File: src/rtl/uart_tx_engine_if.sv
// Handshake bundle between the tx FIFO/baud timer side and the UART transmit engine.
// master: FIFO-side driver (request, data, baud tick); slave: the transmit engine.
interface uart_tx_engine_if #(
  parameter int DATA_BITS = 8
);
  logic                 s_tick;
  logic                 tx_start;
  logic [DATA_BITS-1:0] din;
  logic                 tx_done_tick;
  logic                 tx_busy;
  logic                 tx;

  modport master (
    output s_tick,
    output tx_start,
    output din,
    input  tx_done_tick,
    input  tx_busy,
    input  tx
  );

  modport slave (
    input  s_tick,
    input  tx_start,
    input  din,
    output tx_done_tick,
    output tx_busy,
    output tx
  );
endinterface

File: src/rtl/uart_tx_engine.sv
// UART transmit engine: start bit, DATA_BITS LSB-first, optional even parity, stop period.
// All timing advances only on the baud-timer s_tick. The tx line is a flop so it never glitches.
// Optional feature: define UART_TX_PARITY_EN to insert an even parity bit after the data bits
// (the receiver must be built with the same setting).
module uart_tx_engine #(
  parameter int DATA_BITS         = 8,
  parameter int TICKS_PER_DATABIT = 4,
  parameter int STOP_BIT_TICKS    = 4
) (
  input logic             clk,
  input logic             reset_n,
  uart_tx_engine_if.slave bus
);

  localparam int TICK_MAX = (TICKS_PER_DATABIT > STOP_BIT_TICKS) ? TICKS_PER_DATABIT : STOP_BIT_TICKS;
  localparam int TICK_W   = (TICK_MAX > 1) ? $clog2(TICK_MAX) : 1;
  localparam int BIT_W    = (DATA_BITS > 1) ? $clog2(DATA_BITS) : 1;

  localparam logic [TICK_W-1:0] BIT_LAST  = TICK_W'(TICKS_PER_DATABIT - 1);
  localparam logic [TICK_W-1:0] STOP_LAST = TICK_W'(STOP_BIT_TICKS - 1);
  localparam logic [BIT_W-1:0]  DATA_LAST = BIT_W'(DATA_BITS - 1);

`ifdef UART_TX_PARITY_EN
  typedef enum logic [2:0] {IDLE, START, DATA, PARITY, STOP} state_t;
`else
  typedef enum logic [1:0] {IDLE, START, DATA, STOP} state_t;
`endif

  state_t               state_reg, state_next;
  logic [TICK_W-1:0]    tick_reg, tick_next;
  logic [BIT_W-1:0]     bit_reg, bit_next;
  logic [DATA_BITS-1:0] shreg_reg, shreg_next;
  logic                 tx_reg, tx_next;
  logic                 done_reg, done_next;
`ifdef UART_TX_PARITY_EN
  // Parity of the word as latched; the shift register is consumed during DATA.
  logic                 parity_reg, parity_next;
`endif

  // State, counters, shift register and registered line/pulse outputs.
  always_ff @(posedge clk) begin
    if (!reset_n) begin
      state_reg  <= IDLE;
      tick_reg   <= '0;
      bit_reg    <= '0;
      shreg_reg  <= '0;
      tx_reg     <= 1'b1;
      done_reg   <= 1'b0;
`ifdef UART_TX_PARITY_EN
      parity_reg <= 1'b0;
`endif
    end else begin
      state_reg  <= state_next;
      tick_reg   <= tick_next;
      bit_reg    <= bit_next;
      shreg_reg  <= shreg_next;
      tx_reg     <= tx_next;
      done_reg   <= done_next;
`ifdef UART_TX_PARITY_EN
      parity_reg <= parity_next;
`endif
    end
  end

  // Next-state logic; the line level is derived from the next state so tx moves with the state.
  always_comb begin
    state_next  = state_reg;
    tick_next   = tick_reg;
    bit_next    = bit_reg;
    shreg_next  = shreg_reg;
    done_next   = 1'b0;
    tx_next     = 1'b1;
`ifdef UART_TX_PARITY_EN
    parity_next = parity_reg;
`endif

    case (state_reg)
      IDLE: begin
        // A tick in this cycle is deliberately not counted toward the start bit.
        if (bus.tx_start) begin
          state_next  = START;
          shreg_next  = bus.din;
          tick_next   = '0;
`ifdef UART_TX_PARITY_EN
          parity_next = ^bus.din;
`endif
        end
      end
      START: begin
        if (bus.s_tick) begin
          if (tick_reg == BIT_LAST) begin
            tick_next  = '0;
            bit_next   = '0;
            state_next = DATA;
          end else begin
            tick_next = tick_reg + 1'b1;
          end
        end
      end
      DATA: begin
        if (bus.s_tick) begin
          if (tick_reg == BIT_LAST) begin
            tick_next  = '0;
            shreg_next = shreg_reg >> 1;
            if (bit_reg == DATA_LAST) begin
`ifdef UART_TX_PARITY_EN
              state_next = PARITY;
`else
              state_next = STOP;
`endif
            end else begin
              bit_next = bit_reg + 1'b1;
            end
          end else begin
            tick_next = tick_reg + 1'b1;
          end
        end
      end
`ifdef UART_TX_PARITY_EN
      PARITY: begin
        if (bus.s_tick) begin
          if (tick_reg == BIT_LAST) begin
            tick_next  = '0;
            state_next = STOP;
          end else begin
            tick_next = tick_reg + 1'b1;
          end
        end
      end
`endif
      STOP: begin
        if (bus.s_tick) begin
          if (tick_reg == STOP_LAST) begin
            tick_next  = '0;
            state_next = IDLE;
            done_next  = 1'b1;
          end else begin
            tick_next = tick_reg + 1'b1;
          end
        end
      end
      default: state_next = IDLE;
    endcase

    case (state_next)
      START:   tx_next = 1'b0;
      DATA:    tx_next = shreg_next[0];
`ifdef UART_TX_PARITY_EN
      PARITY:  tx_next = parity_next;
`endif
      default: tx_next = 1'b1;
    endcase
  end

  assign bus.tx           = tx_reg;
  assign bus.tx_done_tick = done_reg;
  assign bus.tx_busy      = (state_reg != IDLE);

endmodule

File: src/flat_wrapper.sv
// flat-port wrapper written by rule: the top's interface ports become plain ports
module uart_tx_engine_flat 
#(
  parameter int DATA_BITS         = 8,
  parameter int TICKS_PER_DATABIT = 4,
  parameter int STOP_BIT_TICKS    = 4
)
  (clk, reset_n, bus_s_tick, bus_tx_start, bus_din, bus_tx_done_tick, bus_tx_busy, bus_tx);
  uart_tx_engine_if #(.DATA_BITS(DATA_BITS)) bus_i ();
  input logic clk;
  input logic reset_n;
  input wire logic [$bits(bus_i.s_tick)-1:0] bus_s_tick;
  input wire logic [$bits(bus_i.tx_start)-1:0] bus_tx_start;
  input wire logic [$bits(bus_i.din)-1:0] bus_din;
  output wire logic [$bits(bus_i.tx_done_tick)-1:0] bus_tx_done_tick;
  output wire logic [$bits(bus_i.tx_busy)-1:0] bus_tx_busy;
  output wire logic [$bits(bus_i.tx)-1:0] bus_tx;
  assign bus_i.s_tick = bus_s_tick;
  assign bus_i.tx_start = bus_tx_start;
  assign bus_i.din = bus_din;
  assign bus_tx_done_tick = bus_i.tx_done_tick;
  assign bus_tx_busy = bus_i.tx_busy;
  assign bus_tx = bus_i.tx;
  uart_tx_engine #(.DATA_BITS(DATA_BITS), .TICKS_PER_DATABIT(TICKS_PER_DATABIT), .STOP_BIT_TICKS(STOP_BIT_TICKS)) u_core (.clk(clk), .reset_n(reset_n), .bus(bus_i));
endmodule
File: config.mk
export PLATFORM = sky130hd
export DESIGN_NAME = uart_tx_engine_flat
export DESIGN_NICKNAME = d
export VERILOG_FILES = /design/src/rtl/uart_tx_engine_if.sv /design/src/rtl/uart_tx_engine.sv /design/src/flat_wrapper.sv
export SDC_FILE = /design/constraint.sdc
export NUM_CORES = 1
export LEC_CHECK = 0
export ABC_AREA = 1
export CAP_MARGIN = 20
export CELL_PAD_IN_SITES_DETAIL_PLACEMENT = 1
export CELL_PAD_IN_SITES_GLOBAL_PLACEMENT = 1
export CORE_MARGIN = 3
export CORE_UTILIZATION = 39
export CTS_CLUSTER_DIAMETER = 50
export DETAILED_ROUTE_END_ITERATION = 16
export PLACE_DENSITY_LB_ADDON = 0.1
export SYNTH_ARGS = -nofsm -noshare
export SYNTH_HDL_FRONTEND = slang
export SYNTH_SLANG_ARGS = --single-unit
File: constraint.sdc
create_clock -name clk -period 3.65 [get_ports clk]
set_input_delay 0.73 -clock clk [delete_from_list [all_inputs] [get_ports clk]]
set_output_delay 0.73 -clock clk [all_outputs]
set_load 0.005 [all_outputs]
After elaboration in Yosys (flattened, before gate mapping)
Index checks and enable logic that the tools add are counted.
Storage, ports and cells
  register bits: 17
  latch bits: 0
  RAM bits: 0
  bits in read-only memories: 0
  bits of input ports: 12
  logic and storage cells: 57
  memories: 0
Operators by class
  $add $sub $neg: 2
  multipliers: 0
  divide/modulo/power cells: 0
  $lt $le $gt $ge: 0
  eq/ne operators: 14
  shift operators: 0
  mux-type cells: 25
  bitwise gates (word level): 0
  reduce and logical (&&, ||, !) cells: 9
Operator list (number)
  $mux W8: 3
  $mux W2: 11
  $pmux W8 S2: 1
  $mux W3: 5
  $eq A2 B2 Y1 const B: 4
  $ne A2 B2 Y1 const B: 4
  $pmux W2 S4: 1
  $ne A2 B1 Y1 const B: 3
  $pmux W3 S2: 1
  $reduce_and A6 Y1: 1
  $reduce_bool A2 Y1: 3
  $eq A2 B1 Y1 const B: 2
  $pmux W2 S2: 1
  $reduce_and A4 Y1: 1
  $add A3 B1 Y3 const B: 1
  $eq A3 B3 Y1 const B: 1
  $reduce_and A3 Y1: 1
  $reduce_or A3 Y1: 1
  $add A2 B1 Y2 const B: 1
  $logic_not A2 Y1: 1
  $pmux W1 S2: 1
  $reduce_and A2 Y1: 1
  $mux W1: 1

Longest topological paths before layout
Gate-level depths: netlist of run 1.
  depth in word-level cells: 7
  depth in mapped cells: 10
  mapped depth without buffers: 10

Worst setup path after synthesis of run 1
Ideal clock, no wire load.
  path kind: input to register
  from: input bus_s_tick
  to: register u_core.tx_reg (netlist: u_core.bus.tx)
  data arrival time: 1.305 ns
  data required time: 3.541 ns
  slack: 2.236 ns
  stages on the path: 7
  path buffers: 0
  cell sequence: nand2_4 -> nor2_8 -> nor2_1 -> nor2_2 -> nand2_1 -> nand2_1 -> inv_1
Between the ends
  word-level cells in the longest chain between the ends: 4
  elaborated cells on any way between the ends: 9
  those cells by class: eq/ne (2); mux (7)
Ends and longest elaborated chain
  start: declaration: RTL line flat_wrapper.sv:12  | input wire logic [$bits(bus_i.s_tick)-1:0] bus_s_tick;
  $mux W2 (on tied branches): RTL line uart_tx_engine.sv:132, uart_tx_engine.sv:90, uart_tx_engine.sv:101
  $pmux W2 S4: RTL line uart_tx_engine.sv:77  | case (state_reg)
  $eq A2 B2 Y1 or $eq A2 B1 Y1 (tied branches): RTL line uart_tx_engine.sv:145  | case (state_next)
  $pmux W1 S2 *: RTL line uart_tx_engine.sv:145
  end signal: assignment: RTL line uart_tx_engine.sv:57  | tx_reg <= tx_next;
  end: declaration: RTL line uart_tx_engine.sv:33  | logic tx_reg, tx_next;
Mark *: on every way between the ends. The rest lies on a longest branch, timed or not. The select of a mux whose other input is x is not followed.
A chain may end at the register's enable or synchronous reset.

Worst setup path in the final report of run 1
  from: register u_core.state_reg[1]
  to: output bus_tx_busy
Between the ends
  word-level cells in the longest chain between the ends: 1
Ends and longest elaborated chain
  start: declaration: RTL line uart_tx_engine.sv:29  | state_t state_reg, state_next;
  start signal: assignment: RTL line uart_tx_engine.sv:53  | state_reg <= state_next;
  $reduce_bool A2 Y1: RTL line uart_tx_engine.sv:157  | assign bus.tx_busy = (state_reg != IDLE);
  end: declaration: RTL line flat_wrapper.sv:16  | output wire logic [$bits(bus_i.tx_busy)-1:0] bus_tx_busy;
No other way between the ends.

==> impl_metrics.py, run 1 <==
metrics = {
    "hold_path": {
        "hold_path_class": "reg2reg",
        "hold_end": "u_core.shreg_reg[7]",
        "min_path_cells": 2,
        "hp-start": "u_core.shreg_reg[7]",
    },
    "clock_network": {
        "clk_pin_slew_ns": 0.10,
        "clockBufferDepth": 2,
        "post_cts_buffers": 0,
        "cts_resized": 0,
        "cts_tree": "yes",
        "clkLatencyLatePin_ns": 0.29,
        "cts-htree-levels": 1,
        "hold_buffers": 0,
        "cts-buffers-inserted": 3,
        "cts.sinks": 17,
        "root_buffer": "clkbuf_4",
    },
    "sta": {
        "rsz0062_at_grt": "no",
        "clock.fmax_mhz": 455.2,
        "period_share_pct": 60.19,
        "hold_violations": 0,
        "slew_headroom_pct": 68.68,
        "max_slew.worst_pin.slew_ns": 0.4693,
        "finClkSkew_ns": 0.004292,
        "setup_viol": 0,
        "layout_min_cycle_time_ns": 2.197,
        "slew_violations": 0,
        "fin_tns_setup_ns": 0,
    },
    "power": {
        "leakage_uw": 0.0004388,
        "vdd_drop_max_mv": 0.1718,
        "pwr_density_cell_mw_per_mm2": 353.9,
    },
    "routing": {
        "drtIter0Drc": 8,
        "dr.pass1.iters": 4,
        "vias": 729,
        "drc": 0,
        "vias_per_cell": 5.134,
        "routed_wl_mm": 1.995,
        "wl_per_cell_um": 14.05,
        "ant_nets": 0,
    },
    "yosys": {
        "yosysTopAreaCell": "dfxtp_1",
        "synth_cell_types": 23,
        "syn_area_per_cell_um2": 8.183,
        "synth-compound-area-share_pct": 13.46,
        "ys_warn_count": 0,
        "synth_nets": 115,
        "async_flop_share_pct": 0,
        "synth_area_um2": 818.3,
        "synth_fa_ha_area_share_pct": 4.587,
        "synth-main-ff-cell": "dfxtp_1",
        "ys_ff_latch": 17,
        "yosys-mux-area-fraction_pct": 0,
        "synth_top_area_share_pct": 41.59,
        "ys_seq_area_share_pct": 41.59,
        "yosys.area_share.simple_pct": 35.47,
        "synth_top_family_by_area": "simple AND/OR/NAND/NOR gates",
        "netlist_instances": 100,
        "synthXorXnorAreaFrac_pct": 0,
        "synth_edf_count": 0,
        "yosys-top-cells-area": "dfxtp_1, nand2_1, a22oi_1",
    },
    "global_route": {
        "grt_pass1_vias": 757,
        "grtUsageTotal_pct": 18.19,
        "grt_pass1_wl_mm": 3.491,
        "antenna_found_initial": 0,
        "grt_max_degree": 15,
        "overflow": 0,
    },
    "worst_setup_path": {
        "crit_family": "buffers and inverters",
        "r2r_slack_ns": 2.18,
        "worstSetupPathType": "reg2out",
        "cp.required_ns": 2.92,
        "slowest_delay_ns": 0.50,
        "rr_startpoint": "u_core.bit_reg[0]",
        "path_max_fanout": 5,
        "end_kind": "primary output",
        "worst_ep_arrival_time_ns": 1.47,
        "cp.buffers_inverters": 2,
        "path_cells": "inv_2, nand2_2, clkdlybuf4s50_1",
        "r2r_cells": 6,
        "cp.depth": 3,
        "cp-startpoint": "u_core.state_reg[1]",
        "worstSetupStartpointType": "flip-flop",
        "r2r-end": "u_core.bit_reg[2]",
        "crit_slowest_cell": "clkdlybuf4s50_1",
    },
    "placement": {
        "port_buffers": 14,
        "hpwl_mm": 1.513,
        "placed_cells": 138,
        "gp_congestion": 0.8051,
    },
    "finish": {
        "largest_register_ffs": 8,
        "multi_input_comb_area_um2": 437.9,
        "nFillCells": 239,
        "syn2layout_area_growth_pct": 23.70,
        "seqCellArea_um2": 340.3,
        "instances_no_fill": 142,
        "fin_util_pct": 54.48,
        "nets": 133,
        "drive_above_1_share_pct": 14.53,
        "diodes": 0,
    },
    "floorplan": {
        "die_w_um": 51.81,
        "boundaryPins": 15,
        "num_rows": 15,
        "dieHeight_um": 51.81,
        "start_util_pct": 44.04,
        "core_area_mm2": 0.001858,
        "dieArea_mm2": 0.002684,
    },
    "status": {
        "outcome": "completed",
    },
    "run": {
        "maxCapViolCount": 0,
    },
}
==> final cells by class <==
class                   count  area share (%)
clock buffers               4           2.596
multi-input cells          73           43.26
inverters                   9           3.585
repair buffers             14           13.84
well taps                  25           3.090
flip-flops and latches     17           33.62
==> cells in the final DEF, fill, tap and decap left out <==
master / netlist / final
nand2_1: 26 / 26
o21bai_1: 1 / 1
nor3_1: 1 / 1
clkbuf_1: 1 / 1
clkbuf_4: 0 / 3
inv_4: 1 / 1
nand2_4: 2 / 2
nand3_4: 1 / 1
o21ai_1: 1 / 1
nor2_2: 1 / 1
a31oi_1: 2 / 2
nor4_2: 1 / 1
inv_1: 5 / 5
clkdlybuf4s50_1: 0 / 14
nor2_1: 8 / 8
nand2_2: 2 / 2
dfxtp_1: 17 / 17
nand3_1: 6 / 6
inv_2: 3 / 3
a22oi_1: 6 / 6
nor2_8: 2 / 2
ha_1: 3 / 3
nand4_1: 1 / 1
a21oi_1: 8 / 8
nor3_2: 1 / 1
==> per-stage QoR <==
stage               total power [uW]  setup WS, ns  hold slack, ns  area [um^2]
global placement               256.2         1.604          0.4513        985.9
global route                   376.1         1.368          0.5126         1012
detailed placement             259.3         1.532          0.4552        985.9
finish                         358.2         1.453          0.4683         1012
CTS                            363.1         1.453          0.4719         1012
floorplan                      233.3         2.236          0.4390        818.3
==> metal layers <==
metal / track usage, % / part of all wire (%) / vias up
li1: - / - / 368
met4: 6.550 / 1.6 / 0
met2: 33.05 / 53 / 19
met5: 0 / 0 / -
met3: 3.438 / 3.5 / 5
met1: 20.96 / 42 / 337
==> where the power goes <==
| group | leakage, uW | switching (uW) | internal (uW) |
|---|---|---|---|
| sequential | 0.000139 | 5.17 | 194 |
| clock | 0.0000150 | 61.6 | 42.6 |
| combinational | 0.000285 | 28.3 | 26.4 |
==> cell families after synthesis <==
kind of cell	Yosys count
buf+inv	10
simple gates	52
compound gates	18
fa+ha+maj	3
flops	17
==> worst max path at each step <==
stage,to
after floorplan,u_core.bus.tx
after global placement,u_core.bus.tx
after detailed placement,u_core.bus.tx
after CTS,bus_tx_busy
after global routing,bus_tx_busy
final,bus_tx_busy
==> cell usage after synthesis (2+ instances only) <==
library cell	instances
nand2_2	2
nand2_4	2
inv_1	5
nor2_1	8
inv_2	3
nand3_1	6
a22oi_1	6
nand2_1	26
a21oi_1	8
nor2_8	2
ha_1	3
a31oi_1	2
dfxtp_1	17
==> worst min-delay path, delay by kind of cell, from the launching register on <==
kind | cells | cell delay [ns]
compound gates | 1 | 0.05
flops | 1 | 0.32
simple gates | 1 | 0.06
Power figures use the tool's default switching activity.
==> run 2, diff against run 1 <==
- CORE_UTILIZATION: 39 -> 33
- clock period: 3.65 -> 1.79 ns (I/O delays scaled with it)
==> run 2 against run 1 <==
  * Clock power is 88% higher
  * Sequential share of layout area shrank 0.086 points
  * Power grew 98%
  * Final area rose by 1.7%
  * Highest routed layer unchanged
  * Non-clock buffer count increased by 1
  * Sequential power is 100% higher
  * Largest power group unchanged
  * Combinational power rose by 100%
==> impl_metrics.py, run 2 (same netlist as run 1, synthesis figures left out) <==
metrics = {
    "sta": {
        "slew_violations": 0,
        "period_share_pct": 94.36,
        "rsz0062_at_grt": "no",
        "slew_headroom_pct": 68.90,
        "setup_viol": 0,
        "hold_violations": 0,
        "layout_min_cycle_time_ns": 1.689,
        "fin_tns_setup_ns": 0,
        "clock.fmax_mhz": 592.1,
        "max_slew.worst_pin.slew_ns": 0.4660,
        "finClkSkew_ns": 0.004550,
    },
    "finish": {
        "nFillCells": 282,
        "fin_util_pct": 45.24,
        "seqCellArea_um2": 345.3,
        "largest_register_ffs": 8,
        "drive_above_1_share_pct": 17.80,
        "final_cell_mix": "nand2_1, dfxtp_1, clkdlybuf4s50_1",
        "final_common_cell": "nand2_1",
        "multi_input_comb_area_um2": 437.9,
        "syn2layout_area_growth_pct": 25.84,
        "nets": 134,
        "diodes": 0,
    },
    "clock_network": {
        "clockBufferDepth": 2,
        "cts-buffers-inserted": 3,
        "root_buffer": "clkbuf_4",
        "cts-htree-levels": 1,
        "post_cts_buffers": 0,
        "cts.sinks": 17,
        "clk_pin_slew_ns": 0.09,
        "cts_tree": "yes",
        "clkLatencyLatePin_ns": 0.28,
    },
    "hold_path": {
        "hp-start": "u_core.shreg_reg[7]",
        "hold_path_class": "reg2reg",
        "hold_end": "u_core.shreg_reg[7]",
        "min_path_cells": 2,
    },
    "global_route": {
        "antenna_found_initial": 0,
        "grt_pass1_wl_mm": 3.001,
        "overflow": 0,
        "grt_max_degree": 15,
        "grtUsageTotal_pct": 11.92,
        "grt_pass1_vias": 708,
    },
    "routing": {
        "drc": 0,
        "vias": 726,
        "routed_wl_mm": 1.646,
        "vias_per_cell": 4.973,
        "drtIter0Drc": 12,
        "ant_nets": 0,
        "dr.pass1.iters": 3,
        "wl_per_cell_um": 11.27,
    },
    "status": {
        "outcome": "completed",
    },
    "floorplan": {
        "num_rows": 17,
        "dieHeight_um": 55.80,
        "die_w_um": 55.80,
        "start_util_pct": 35.95,
        "boundaryPins": 15,
        "core_area_mm2": 0.002276,
        "dieArea_mm2": 0.003113,
    },
    "power": {
        "vdd_drop_max_mv": 0.4842,
        "power_switching_uw": 177.8,
        "pwr-share-comb_pct": 15.3,
        "pwr-share-clk_pct": 27.6,
        "pwr_density_cell_mw_per_mm2": 688.6,
        "power.internal_uw": 531.3,
        "switching_share_pct": 25.07,
        "seqPwrFrac_pct": 57.1,
        "leakage_uw": 0.0004481,
    },
    "worst_setup_path": {
        "end_kind": "primary output",
        "path_max_fanout": 5,
        "cp.required_ns": 1.43,
        "worstSetupStartpointType": "flip-flop",
        "r2r-end": "u_core.bus.tx",
        "worst_ep_arrival_time_ns": 1.33,
        "r2r_cells": 8,
        "r2r_slack_ns": 0.40,
        "worstSetupPathType": "reg2out",
        "rr_startpoint": "u_core.tick_reg[0]",
    },
    "placement": {
        "port_buffers": 14,
        "gp_congestion": 0.8406,
        "hpwl_mm": 1.329,
    },
    "run": {
        "maxCapViolCount": 0,
    },
}
-- run 2: cell count changes in the layout (fill, tap and decap cells not counted), sizes merged --
| cell | delta |
|---|---|
| clkinv | +1 |
| buf | +1 |
| clkbuf | -1 |
-- run 2: routing by layer --
metal  vias up  track usage [%]  share of wire [%]
met5         -                0                  0
met4         0            4.167                1.2
met3         2            2.784                4.6
met2        12            20.10                 47
met1       338            14.73                 47
li1        374                -                  -
-- run 2: layout make-up --
cell class                 count  area share, %
clock buffer                   3          2.187
clock inverter                 1         0.4860
inverter                       9          3.524
multi-input combinational     73          42.53
sequential                    17          33.54
tap                           28          3.402
timing repair buffer          15          14.34
-- run 2: worst max-delay path by stage --
stage,startpoint,end,slack [ns],cells past startpoint
3_5_place_dp,bus_s_tick,u_core.bus.tx,0.05,8
5_1_grt,u_core.state_reg[1],bus_tx_busy,0.009,3
2_1_floorplan,u_core.tick_reg[0],u_core.bus.tx,0.55,8
4_1_cts,u_core.state_reg[0],bus_tx_busy,0.03,3
6_report,u_core.state_reg[1],bus_tx_busy,0.10,3
3_3_place_gp,bus_s_tick,u_core.bus.tx,0.06,8
-- run 2: repair_timing --
action,in CTS,in global routing
hold buffers,0,0
setup endpoints to repair,1,1
gates resized for setup,1,2
-- run 2: through the flow --
stage          total power (uW)  cells  setup WS [ns]  hold slack (ns)  instance area (um^2)
2_1_floorplan             475.7    100         0.5468           0.4390                 818.3
3_3_place_gp              524.5    142        0.05726           0.4513                 997.2
3_5_place_dp              526.2    142        0.05320           0.4591                 997.2
4_1_cts                   726.5    146        0.03219           0.4776                  1026
5_1_grt                   760.5    146       0.009082           0.4942                  1030
6_report                  709.1    146         0.1010           0.4687                  1030
-- run 2: worst max-delay path, stage by stage (launching register included) --
cell and delay (ns):
dfxtp_4 0.38, inv_2 0.08, nand2_2 0.09, clkdlybuf4s50_1 0.50
-- run 2: power by group through the flow --
| stage | combinational, uW | clock [uW] | sequential [uW] |
|---|---|---|---|
| global route | 124 | 229 | 408 |
| detailed placement | 111 | 0 | 415 |
| finish | 109 | 196 | 405 |
| floorplan | 63.1 | 0 | 413 |
| global placement | 110 | 0 | 414 |
| CTS | 112 | 209 | 406 |
